[src/rtl/riscv_mem_bist_init.sv]
// Memory BIST initialiser: fills words with pattern^index, optionally reads back.
// Define RISCV_MEM_BIST_READBACK_EN to enable readback compare (READ/DRAIN).
module riscv_mem_bist_init #(
  parameter int DATA_WIDTH = 32,
  parameter int CNT_WIDTH  = 16
) (
  input  logic                  clk_i,
  input  logic                  rst_i,
  input  logic                  start_i,
  input  logic [31:0]           base_addr_i,
  input  logic [CNT_WIDTH-1:0]  num_words_i,
  input  logic [DATA_WIDTH-1:0] pattern_i,
  output logic                  MEM_EN_o,
  output logic [31:0]           MEM_ADDR_o,
  output logic [DATA_WIDTH-1:0] MEM_WDATA_o,
  output logic                  MEM_WE_o,
  output logic [3:0]            MEM_BE_o,
  input  logic [DATA_WIDTH-1:0] MEM_RDATA_i,
  input  logic                  MEM_READY_i,
  input  logic                  MEM_ERROR_i,
  output logic                  busy_o,
  output logic                  done_o,
  output logic                  fail_o,
  output logic [31:0]           fail_addr_o,
  output logic [DATA_WIDTH-1:0] fail_data_o
);

`ifdef RISCV_MEM_BIST_READBACK_EN
  typedef enum logic [2:0] {
    S_IDLE, S_WRITE, S_READ, S_DRAIN, S_DONE
  } state_t;
`else
  typedef enum logic [1:0] {
    S_IDLE, S_WRITE, S_DONE
  } state_t;
`endif

  state_t r_state;
  state_t w_next;

  logic [31:0]           r_base;
  logic [31:0]           r_addr;
  logic [CNT_WIDTH-1:0]  r_idx;
  logic [CNT_WIDTH-1:0]  r_num;
  logic [DATA_WIDTH-1:0] r_pat;
  logic                  r_done;
  logic                  r_fail;
  logic [31:0]           r_fail_addr;
  logic [DATA_WIDTH-1:0] r_fail_data;

  logic                  w_acc;
  logic                  w_last;
  logic [DATA_WIDTH-1:0] w_data;
  logic                  w_fail_evt;
  logic [31:0]           w_fail_addr;
  logic [DATA_WIDTH-1:0] w_fail_data;
  logic                  w_unused;

  assign w_acc  = MEM_EN_o & MEM_READY_i;
  assign w_last = (r_idx == (r_num - CNT_WIDTH'(1)));
  assign w_data = r_pat ^ DATA_WIDTH'(r_idx);

  assign MEM_ADDR_o  = r_addr;
  assign MEM_WDATA_o = w_data;
  assign busy_o      = (r_state != S_IDLE);
  assign done_o      = r_done;
  assign fail_o      = r_fail;
  assign fail_addr_o = r_fail_addr;
  assign fail_data_o = r_fail_data;

`ifdef RISCV_MEM_BIST_READBACK_EN
  logic                  r_cmp_vld;
  logic                  r_cmp_err;
  logic [31:0]           r_cmp_addr;
  logic [DATA_WIDTH-1:0] r_cmp_exp;

  // Pipeline each accepted read so its data is checked one cycle later
  always_ff @(posedge clk_i) begin
    if (rst_i) begin
      r_cmp_vld  <= 1'b0;
      r_cmp_err  <= 1'b0;
      r_cmp_addr <= '0;
      r_cmp_exp  <= '0;
    end else begin
      r_cmp_vld  <= (r_state == S_READ) && w_acc;
      r_cmp_err  <= MEM_ERROR_i;
      r_cmp_addr <= r_addr;
      r_cmp_exp  <= w_data;
    end
  end

  assign w_unused = ^base_addr_i[1:0];
`else
  assign w_unused = ^{base_addr_i[1:0], MEM_RDATA_i};
`endif

  // State register
  always_ff @(posedge clk_i) begin
    if (rst_i) r_state <= S_IDLE;
    else       r_state <= w_next;
  end

  // Next-state and memory request decode
  always_comb begin
    w_next   = r_state;
    MEM_EN_o = 1'b0;
    MEM_WE_o = 1'b0;
    MEM_BE_o = 4'h0;
    unique case (r_state)
      S_IDLE: begin
        if (start_i)
          w_next = (num_words_i == '0) ? S_DONE : S_WRITE;
      end
      S_WRITE: begin
        MEM_EN_o = 1'b1;
        MEM_WE_o = 1'b1;
        MEM_BE_o = 4'hF;
`ifdef RISCV_MEM_BIST_READBACK_EN
        if (w_acc && w_last) w_next = S_READ;
`else
        if (w_acc && w_last) w_next = S_DONE;
`endif
      end
`ifdef RISCV_MEM_BIST_READBACK_EN
      S_READ: begin
        MEM_EN_o = 1'b1;
        MEM_BE_o = 4'hF;
        if (w_acc && w_last) w_next = S_DRAIN;
      end
      S_DRAIN: w_next = S_DONE;
`endif
      S_DONE:  w_next = S_IDLE;
      default: w_next = S_IDLE;
    endcase
  end

  // Failure detection: bus error on a write, or bad/erroring readback
  always_comb begin
    w_fail_evt  = 1'b0;
    w_fail_addr = r_addr;
    w_fail_data = '0;
    if ((r_state == S_WRITE) && w_acc && MEM_ERROR_i)
      w_fail_evt = 1'b1;
`ifdef RISCV_MEM_BIST_READBACK_EN
    if (r_cmp_vld && (r_cmp_err || (MEM_RDATA_i != r_cmp_exp))) begin
      w_fail_evt  = 1'b1;
      w_fail_addr = r_cmp_addr;
      w_fail_data = MEM_RDATA_i;
    end
`endif
  end

  // Run parameters, address walk and sticky first-failure capture
  always_ff @(posedge clk_i) begin
    if (rst_i) begin
      r_base      <= '0;
      r_addr      <= '0;
      r_idx       <= '0;
      r_num       <= '0;
      r_pat       <= '0;
      r_done      <= 1'b0;
      r_fail      <= 1'b0;
      r_fail_addr <= '0;
      r_fail_data <= '0;
    end else begin
      r_done <= (r_state == S_DONE);
      if ((r_state == S_IDLE) && start_i) begin
        r_base      <= {base_addr_i[31:2], 2'b00};
        r_addr      <= {base_addr_i[31:2], 2'b00};
        r_idx       <= '0;
        r_num       <= num_words_i;
        r_pat       <= pattern_i;
        r_fail      <= 1'b0;
        r_fail_addr <= '0;
        r_fail_data <= '0;
      end else begin
        if (w_acc) begin
          if ((r_state == S_WRITE) && w_last) begin
            r_addr <= r_base;
            r_idx  <= '0;
          end else begin
            r_addr <= r_addr + 32'd4;
            r_idx  <= r_idx + CNT_WIDTH'(1);
          end
        end
        if (w_fail_evt && !r_fail) begin
          r_fail      <= 1'b1;
          r_fail_addr <= w_fail_addr;
          r_fail_data <= w_fail_data;
        end
      end
    end
  end

endmodule
[config.mk]
export PLATFORM = sky130hd
export DESIGN_NAME = riscv_mem_bist_init
export DESIGN_NICKNAME = d
export VERILOG_FILES = /design/src/rtl/riscv_mem_bist_init.sv
export SDC_FILE = /design/constraint.sdc
export NUM_CORES = 1
export LEC_CHECK = 0
export ABC_CLOCK_PERIOD_IN_PS = 5600
export CELL_PAD_IN_SITES_DETAIL_PLACEMENT = 1
export CELL_PAD_IN_SITES_GLOBAL_PLACEMENT = 1
export CORE_AREA = 2 2 151 153
export CTS_CLUSTER_DIAMETER = 80
export CTS_CLUSTER_SIZE = 40
export DETAILED_ROUTE_END_ITERATION = 16
export DIE_AREA = 0 0 153 155
export HOLD_SLACK_MARGIN = 0.1
export PLACE_DENSITY_LB_ADDON = 0.2
export REMOVE_ABC_BUFFERS = 1
export SLEW_MARGIN = 25
export SYNTH_ARGS = -nofsm -noshare
export SYNTH_HDL_FRONTEND = slang
export SYNTH_SLANG_ARGS = --single-unit
[constraint.sdc]
create_clock -name clk_i -period 5.6 [get_ports clk_i]
set_input_delay 0.84 -clock clk_i [delete_from_list [all_inputs] [get_ports clk_i]]
set_output_delay 0.84 -clock clk_i [all_outputs]
set_load 0.005 [all_outputs]
==> insert_results.sql, run 1 <==
INSERT INTO impl_metrics (metric_group, metric, value, unit) VALUES
('status', 'outcome', 'finished, final reports clean', ''),
('yosys', 'postSynthCellCount', '991', ''),
('critical_path', 'critPathLaunchType', 'flip-flop', ''),
('yosys', 'yosys.cell_types.count', '61', ''),
('routing', 'first_iter_violations', '375', ''),
('clock_network', 'cts_resized', '0', ''),
('critical_path', 'timing.critical_path.required', '5.88', 'ns'),
('clock_network', 'cts.repair_timing.setup_buffer_count', '0', ''),
('timing', 'fin_hold_ws', '0.4504', 'ns'),
('power_and_ir_drop', 'vdd.ir_drop.worst', '0.1760', 'mV'),
('floorplanning', 'start_util', '35.23', '%'),
('clock_network', 'clk_pin_slew', '0.07', 'ns'),
('yosys', 'synth_area_per_cell', '7.902', 'um^2'),
('critical_path', 'timing.critical_path.max_delay_family', 'simple AND/OR/NAND/NOR gates', ''),
('placed_design', 'half_perimeter_wire_length_after_detailed_placement', '15.82', 'mm'),
('global_route', 'maximum_number_of_pins_on_one_net_before_global_route_repair', '79', ''),
('clock_network', 'ctsHtreeMaxLevel', '4', ''),
('finish', 'layout-drive-gt1-share', '6.018', '%'),
('floorplanning', 'row_cnt', '55', ''),
('clock_network', 'numClockSinks', '162', ''),
('hold_path', 'holdPathStages', '2', ''),
('power_and_ir_drop', 'power_leakage', '3.637', 'nW'),
('finish', 'final_util', '45.83', '%'),
('yosys', 'ys_seq_elements', '162', ''),
('job', 'maxCapViolations', '0', ''),
('global_route', 'grt_first_pass_wirelength', '38.09', 'mm'),
('critical_path', 'cp_slowest_cell', 'sky130_fd_sc_hd__or4b_1', ''),
('placed_design', 'gp_congestion', '0.7509', ''),
('finish', 'finalNetCount', '1237', ''),
('clock_network', 'numCtsBuffers', '17', ''),
('critical_path', 'timing.critical_path.arrival', '4.07', 'ns'),
('yosys', 'ys_seq_area_share', '41.41', '%'),
('routing', 'drc_errors', '0', ''),
('timing', 'final_max_slew_viol_count', '0', ''),
('floorplanning', 'die-area', '0.02372', 'mm^2'),
('critical_path', 'critical_path.n_buffers_inverters', '1', ''),
('clock_network', 'cts_tree', 'yes', ''),
('clock_network', 'postCtsHoldBufs', '0', ''),
('critical_path', 'reg2reg_depth', '9', ''),
('floorplanning', 'coreArea', '0.02223', 'mm^2'),
('timing', 'final.period_utilization', '67.66', '%'),
('timing', 'timing_worst_slew_pin_value', '0.9276', 'ns'),
('timing', 'finalHoldViolCount', '0', ''),
('clock_network', 'clock_insertion_delay_worst_skew', '0.42', 'ns'),
('yosys', 'synthArstFlopShare', '0', '%'),
('timing', 'timing.max_slew.rel_slack', '38.16', '%'),
('timing', 'timing.final.setup_violations', '0', ''),
('yosys', 'synth_edf_count', '0', ''),
('floorplanning', 'top_level_ports', '254', ''),
('timing', 'skew', '0.008044', 'ns'),
('placed_design', 'dpl_cell_area', '0.009577', 'mm^2'),
('finish', 'finalInstanceArea', '0.01019', 'mm^2'),
('global_route', 'global_route.usage.total', '19.85', '%'),
('routing', 'detail_route.wirelength', '23.54', 'mm'),
('clock_network', 'clk_root_buffer_cell', 'sky130_fd_sc_hd__clkbuf_16', ''),
('clock_network', 'cts_buffer_depth', '2', ''),
('critical_path', 'crit_cells', '9', ''),
('routing', 'avgRoutedWirePerCell', '16.62', 'um'),
('critical_path', 'critical_path.max_fanout', '23', ''),
('routing', 'detailed_route_via_count', '7234', ''),
('routing', 'ant_nets', '0', ''),
('yosys', 'synth-warning-count', '0', ''),
('yosys', 'synth_flop_cell', 'sky130_fd_sc_hd__dfxtp_1', ''),
('placed_design', 'dp_slack', '1.843', 'ns'),
('timing', 'unrepaired_setup_endpoints_after_global_routing', 'no', ''),
('critical_path', 'critPathMaxStageDelay', '0.62', 'ns'),
('critical_path', 'timing.setup.critical_path_class', 'flip-flop to flip-flop', ''),
('routing', 'drt-pass1-iter-count', '4', ''),
('timing', 'fin_ws', '1.811', 'ns'),
('critical_path', 'end_kind', 'flip-flop', ''),
('finish', 'final_cell_mix', '280 x sky130_fd_sc_hd__nand2_1, 186 x sky130_fd_sc_hd__clkdlybuf4s50_1, 162 x sky130_fd_sc_hd__dfxtp_1, 128 x sky130_fd_sc_hd__a21oi_1, 41 x sky130_fd_sc_hd__xor2_1', '');
metal layers:
layer,up-vias,GRT usage [%],wire length (um)
met5,-,0,0
li1,3560,-,-
met1,3498,25.85,10930
met3,20,4.345,1221
met4,0,6.173,314
met2,156,33.01,11080
power breakdown:
group,total (mW),switching (mW),internal [mW]
Sequential,1.26,0.0580,1.20
Clock,1.18,0.492,0.693
Combinational,0.410,0.208,0.202
worst register-to-register path, stage by stage, from the launching register on:
cell and delay, ns:
sky130_fd_sc_hd__dfxtp_1 0.43, sky130_fd_sc_hd__inv_1 0.11, sky130_fd_sc_hd__ha_1 0.32, sky130_fd_sc_hd__or4b_1 0.63, sky130_fd_sc_hd__nor4_4 0.36, sky130_fd_sc_hd__mux2i_1 0.31
sky130_fd_sc_hd__a211o_1 0.27, sky130_fd_sc_hd__and4_4 0.48, sky130_fd_sc_hd__or2_1 0.63, sky130_fd_sc_hd__nor2_1 0.13
worst paths after layout:
check           startpoint             to  slack (ns)
max               r_num[0]      r_idx[12]        1.81
min          MEM_ADDR_o[1]  MEM_ADDR_o[1]        0.45
max reg2reg       r_num[0]      r_idx[12]        1.81
min reg2reg  MEM_ADDR_o[1]  MEM_ADDR_o[1]        0.45
through the flow:
stage / power, mW / cells / TNS [ns]
after global placement: 1.690 / 1383 / 0
after detailed placement: 1.697 / 1383 / 0
after CTS: 2.892 / 1415 / 0
after global routing: 2.989 / 1416 / 0
after floorplan: 1.477 / 901 / -124.90
final: 2.856 / 1416 / 0
cell type report:
class / count / area [um^2]
antenna: 1 / 2.502
clock buffer: 20 / 466.7
clock inverter: 12 / 131.4
fill: 2662 / 12040
inverter: 7 / 26.28
multi-input combinational: 732 / 4016
sequential: 162 / 3243
tap: 285 / 356.6
timing repair buffer: 197 / 1944
synthesized netlist by cell type (5+ instances only):
| master | count | area (um^2) |
|---|---|---|
| sky130_fd_sc_hd__nand2_1 | 280 | 1051 |
| sky130_fd_sc_hd__dfxtp_1 | 162 | 3243 |
| sky130_fd_sc_hd__a21oi_1 | 128 | 640.6 |
| sky130_fd_sc_hd__buf_4 | 56 | 420.4 |
| sky130_fd_sc_hd__clkbuf_1 | 52 | 195.2 |
| sky130_fd_sc_hd__xor2_1 | 41 | 359.1 |
| sky130_fd_sc_hd__nor2_1 | 32 | 120.1 |
| sky130_fd_sc_hd__xnor2_1 | 32 | 280.3 |
| sky130_fd_sc_hd__nand3_1 | 23 | 115.1 |
| sky130_fd_sc_hd__nand4_1 | 16 | 100.1 |
| sky130_fd_sc_hd__a222oi_1 | 14 | 140.1 |
| sky130_fd_sc_hd__and3_1 | 12 | 75.07 |
| sky130_fd_sc_hd__a31oi_1 | 11 | 68.82 |
| sky130_fd_sc_hd__buf_2 | 11 | 55.05 |
| sky130_fd_sc_hd__nor4_1 | 10 | 62.56 |
| sky130_fd_sc_hd__o211ai_1 | 8 | 60.06 |
| sky130_fd_sc_hd__a41oi_1 | 7 | 61.31 |
| sky130_fd_sc_hd__and4_1 | 7 | 61.31 |
| sky130_fd_sc_hd__inv_1 | 7 | 26.28 |
| sky130_fd_sc_hd__o31ai_1 | 7 | 52.55 |
| sky130_fd_sc_hd__nor3_1 | 6 | 30.03 |
| sky130_fd_sc_hd__or2_2 | 6 | 37.54 |
| sky130_fd_sc_hd__nor3b_1 | 5 | 37.54 |
| sky130_fd_sc_hd__or3_1 | 5 | 31.28 |
sequential cells by signal (all words and copies together) (netlist names):
name         cells
MEM_ADDR_o      32
done_o           1
fail_addr_o     32
fail_o           1
r_base          30
r_idx           16
r_num           16
r_pat           32
r_state          2
cells by family after synthesis:
logic type      share of synthesized area (%)
buf+inv                                 9.187
xor+xnor                                8.452
compound gates                          15.67
simple gates                            24.37
mux                                    0.3835
fa+ha+maj                              0.4794
flops                                   41.41
other cells                           0.04789
Note: power is estimated with default switching activity, not from simulation.
==> inputs of run 2 (changes only) <==
ABC_CLOCK_PERIOD_IN_PS = 3300   (was 5600)
CORE_AREA = 2 2 165 167   (was 2 2 151 153)
DIE_AREA = 0 0 167 169   (was 0 0 153 155)
clock period = 3.3 ns   (was 5.6 ns; I/O delays follow)
==> run 2 against run 1 <==
Critical path depth is 1 higher. Cell area is 2.6% higher. Power is 74% higher. Via count is 0.97% higher. Die area is 19% higher. Routed wire length is 6.9% higher. Combinational power is 80% higher. Non-clock buffer count is 23 higher. Critical endpoint is now MEM_ADDR_o[22]. Largest power group unchanged.
==> insert_results.sql, run 2 (synthesis gave the netlist of run 1 again) <==
INSERT INTO impl_metrics (metric_group, metric, value, unit) VALUES
('status', 'outcome', 'finished, final reports clean', ''),
('critical_path', 'timing.critical_path.arrival', '3.33', 'ns'),
('finish', 'number_of_antenna_cells_inserted', '0', ''),
('clock_network', 'numCtsBuffers', '17', ''),
('global_route', 'grt_first_pass_wirelength', '40.25', 'mm'),
('critical_path', 'critical_path.max_fanout', '11', ''),
('placed_design', 'placement.io_buffers', '187', ''),
('floorplanning', 'die-area', '0.02822', 'mm^2'),
('critical_path', 'timing.critical_path.required', '3.60', 'ns'),
('timing', 'period_minus_slack', '3.036', 'ns'),
('critical_path', 'cp_slowest_cell', 'sky130_fd_sc_hd__or4b_1', ''),
('power_and_ir_drop', 'internal-power', '3.608', 'mW'),
('global_route', 'global_route.usage.total', '17.86', '%'),
('routing', 'first_iter_violations', '361', ''),
('hold_path', 'hold_class', 'flip-flop to flip-flop', ''),
('timing', 'timing.max_slew.rel_slack', '50.06', '%'),
('routing', 'vias_per_cell', '4.889', ''),
('job', 'maxCapViolations', '0', ''),
('finish', 'fill_cell_instance_count_of_the_final_layout', '3184', ''),
('clock_network', 'cts_resized', '0', ''),
('critical_path', 'critPathLaunchType', 'flip-flop', ''),
('floorplanning', 'top_level_ports', '254', ''),
('placed_design', 'gp_congestion', '0.7629', ''),
('finish', 'final_cell_mix', '280 x sky130_fd_sc_hd__nand2_1, 186 x sky130_fd_sc_hd__clkdlybuf4s50_1, 162 x sky130_fd_sc_hd__dfxtp_1, 128 x sky130_fd_sc_hd__a21oi_1, 41 x sky130_fd_sc_hd__xor2_1', ''),
('power_and_ir_drop', 'p_seq_share', '42.9', '%'),
('finish', 'final-instance-count-excl-fill', '1494', ''),
('routing', 'detail_route.wirelength', '25.15', 'mm'),
('timing', 'max_freq', '329.4', 'MHz'),
('power_and_ir_drop', 'p_sw', '1.349', 'mW'),
('timing', 'finalHoldViolCount', '0', ''),
('critical_path', 'end_kind', 'flip-flop', ''),
('clock_network', 'cts_tree', 'yes', ''),
('clock_network', 'cts_buffer_depth', '2', ''),
('clock_network', 'clk_root_buffer_cell', 'sky130_fd_sc_hd__clkbuf_16', ''),
('routing', 'drc_errors', '0', ''),
('global_route', 'grt_antenna_before_repair', '1', ''),
('clock_network', 'ctsHtreeMaxLevel', '4', ''),
('power_and_ir_drop', 'combPwrFrac', '14.9', '%'),
('critical_path', 'crit_chain', 'inv_1 > ha_1 > or4b_1 > nor2_1 > o2111ai_1 > a311oi_4 > a31oi_2 > buf_4 > a222oi_1 > a21oi_1', ''),
('timing', 'unrepaired_setup_endpoints_after_global_routing', 'no', ''),
('power_and_ir_drop', 'p_per_area', '474.4', 'mW/mm^2'),
('power_and_ir_drop', 'vdd.ir_drop.worst', '0.2374', 'mV'),
('global_route', 'gr-total-overflow', '0', ''),
('power_and_ir_drop', 'power_leakage', '3.773', 'nW'),
('power_and_ir_drop', 'power_switching_share', '27.22', '%'),
('timing', 'fin_ws', '0.2640', 'ns'),
('placed_design', 'dp_slack', '0.2910', 'ns'),
('global_route', 'grt_use_met1', '22.69', '%'),
('routing', 'detailed_route_via_count', '7304', ''),
('clock_network', 'clk_pin_slew', '0.07', 'ns'),
('power_and_ir_drop', 'finalPower', '4.957', 'mW'),
('global_route', 'globalRoute.busiestLayer', 'met2', ''),
('finish', 'layout-drive-gt1-share', '7.719', '%'),
('critical_path', 'timing.setup.critical_path_class', 'flip-flop to flip-flop', ''),
('timing', 'final.period_utilization', '92.00', '%'),
('clock_network', 'cts.repair_timing.setup_buffer_count', '0', ''),
('routing', 'drt-pass1-iter-count', '5', ''),
('finish', 'layout-area-overhead-vs-synth', '33.42', '%'),
('floorplanning', 'coreArea', '0.02650', 'mm^2'),
('power_and_ir_drop', 'clkPwrFrac', '42.1', '%'),
('global_route', 'number_of_global_route_vias_before_repair', '7423', ''),
('timing', 'skew', '0.01044', 'ns'),
('floorplanning', 'floorplan.die.height', '169', 'um'),
('placed_design', 'half_perimeter_wire_length_after_detailed_placement', '17.58', 'mm'),
('finish', 'finalNetCount', '1260', ''),
('timing', 'timing_worst_slew_pin_value', '0.7491', 'ns'),
('floorplanning', 'row_cnt', '60', ''),
('timing', 'totalNegativeSetupSlack', '0', 'ns'),
('floorplanning', 'chipWidth', '167', 'um'),
('finish', 'layout.cells.most_common', 'sky130_fd_sc_hd__nand2_1', ''),
('routing', 'ant_nets', '0', ''),
('clock_network', 'postCtsHoldBufs', '0', ''),
('global_route', 'maximum_number_of_pins_on_one_net_before_global_route_repair', '69', ''),
('timing', 'timing.final.setup_violations', '0', ''),
('global_route', 'use_met2', '29.93', '%'),
('clock_network', 'numClockSinks', '162', ''),
('placed_design', 'placed_cells', '1462', ''),
('timing', 'final_max_slew_viol_count', '0', ''),
('floorplanning', 'start_util', '29.55', '%'),
('critical_path', 'critPathMaxStageDelay', '0.61', 'ns'),
('routing', 'avgRoutedWirePerCell', '16.84', 'um'),
('global_route', 'grt_met3_usage', '4.209', '%'),
('clock_network', 'clock_insertion_delay_worst_skew', '0.43', 'ns');
## run 2: cell type report
class | instances | area (um^2) | share of cell area (%)
repair buffers | 220 | 2142 | 20.50
flip-flops and latches | 162 | 3243 | 31.04
clock inverters | 15 | 178.9 | 1.712
inverters | 7 | 26.28 | 0.2515
multi-input cells | 732 | 4006 | 38.34
clock buffers | 17 | 425.4 | 4.071
well taps | 341 | 426.7 | 4.083
## run 2: layer usage
layer / vias to the layer above / share of wire [%]
met5: - / 0.064
met4: 2 / 1.6
met3: 25 / 4.7
met2: 149 / 47
met1: 3534 / 47
li1: 3594 / -
## run 2: power groups by stage
stage / registers [mW] / logic [mW] / clock network (mW)
3_3_place_gp: 2.17 / 0.736 / 0
4_1_cts: 2.13 / 0.750 / 2.15
5_1_grt: 2.14 / 0.818 / 2.24
2_1_floorplan: 2.16 / 0.345 / 0
3_5_place_dp: 2.17 / 0.745 / 0
6_report: 2.13 / 0.739 / 2.09
## run 2: path summary, 6_finish.rpt
check                  from        endpoint  slack (ns)  cells past startpoint
setup reg to reg   r_num[0]  MEM_ADDR_o[22]        0.26                     10
hold / removal    r_pat[25]       r_pat[25]        0.45                      2
hold reg to reg   r_pat[25]       r_pat[25]        0.45                      2
setup / recovery   r_num[0]  MEM_ADDR_o[22]        0.26                     10
## run 2: critical path: cells and delay by family (launching register included)
family          cells  cell delay [ns]
flops               1             0.31
fa+ha+maj           1             0.24
simple gates        2             0.77
compound gates      5             1.30
buf+inv             2             0.27
## run 2: metrics by stage
stage	hold slack, ns	util (%)	cell area (um^2)
final	0.4517	39.43	10450
after global routing	0.4703	39.43	10450
after CTS	0.4567	39.43	10450
after detailed placement	0.4475	37.15	9844
after global placement	0.4354	37.15	9844
after floorplan	0.4304	-	7254
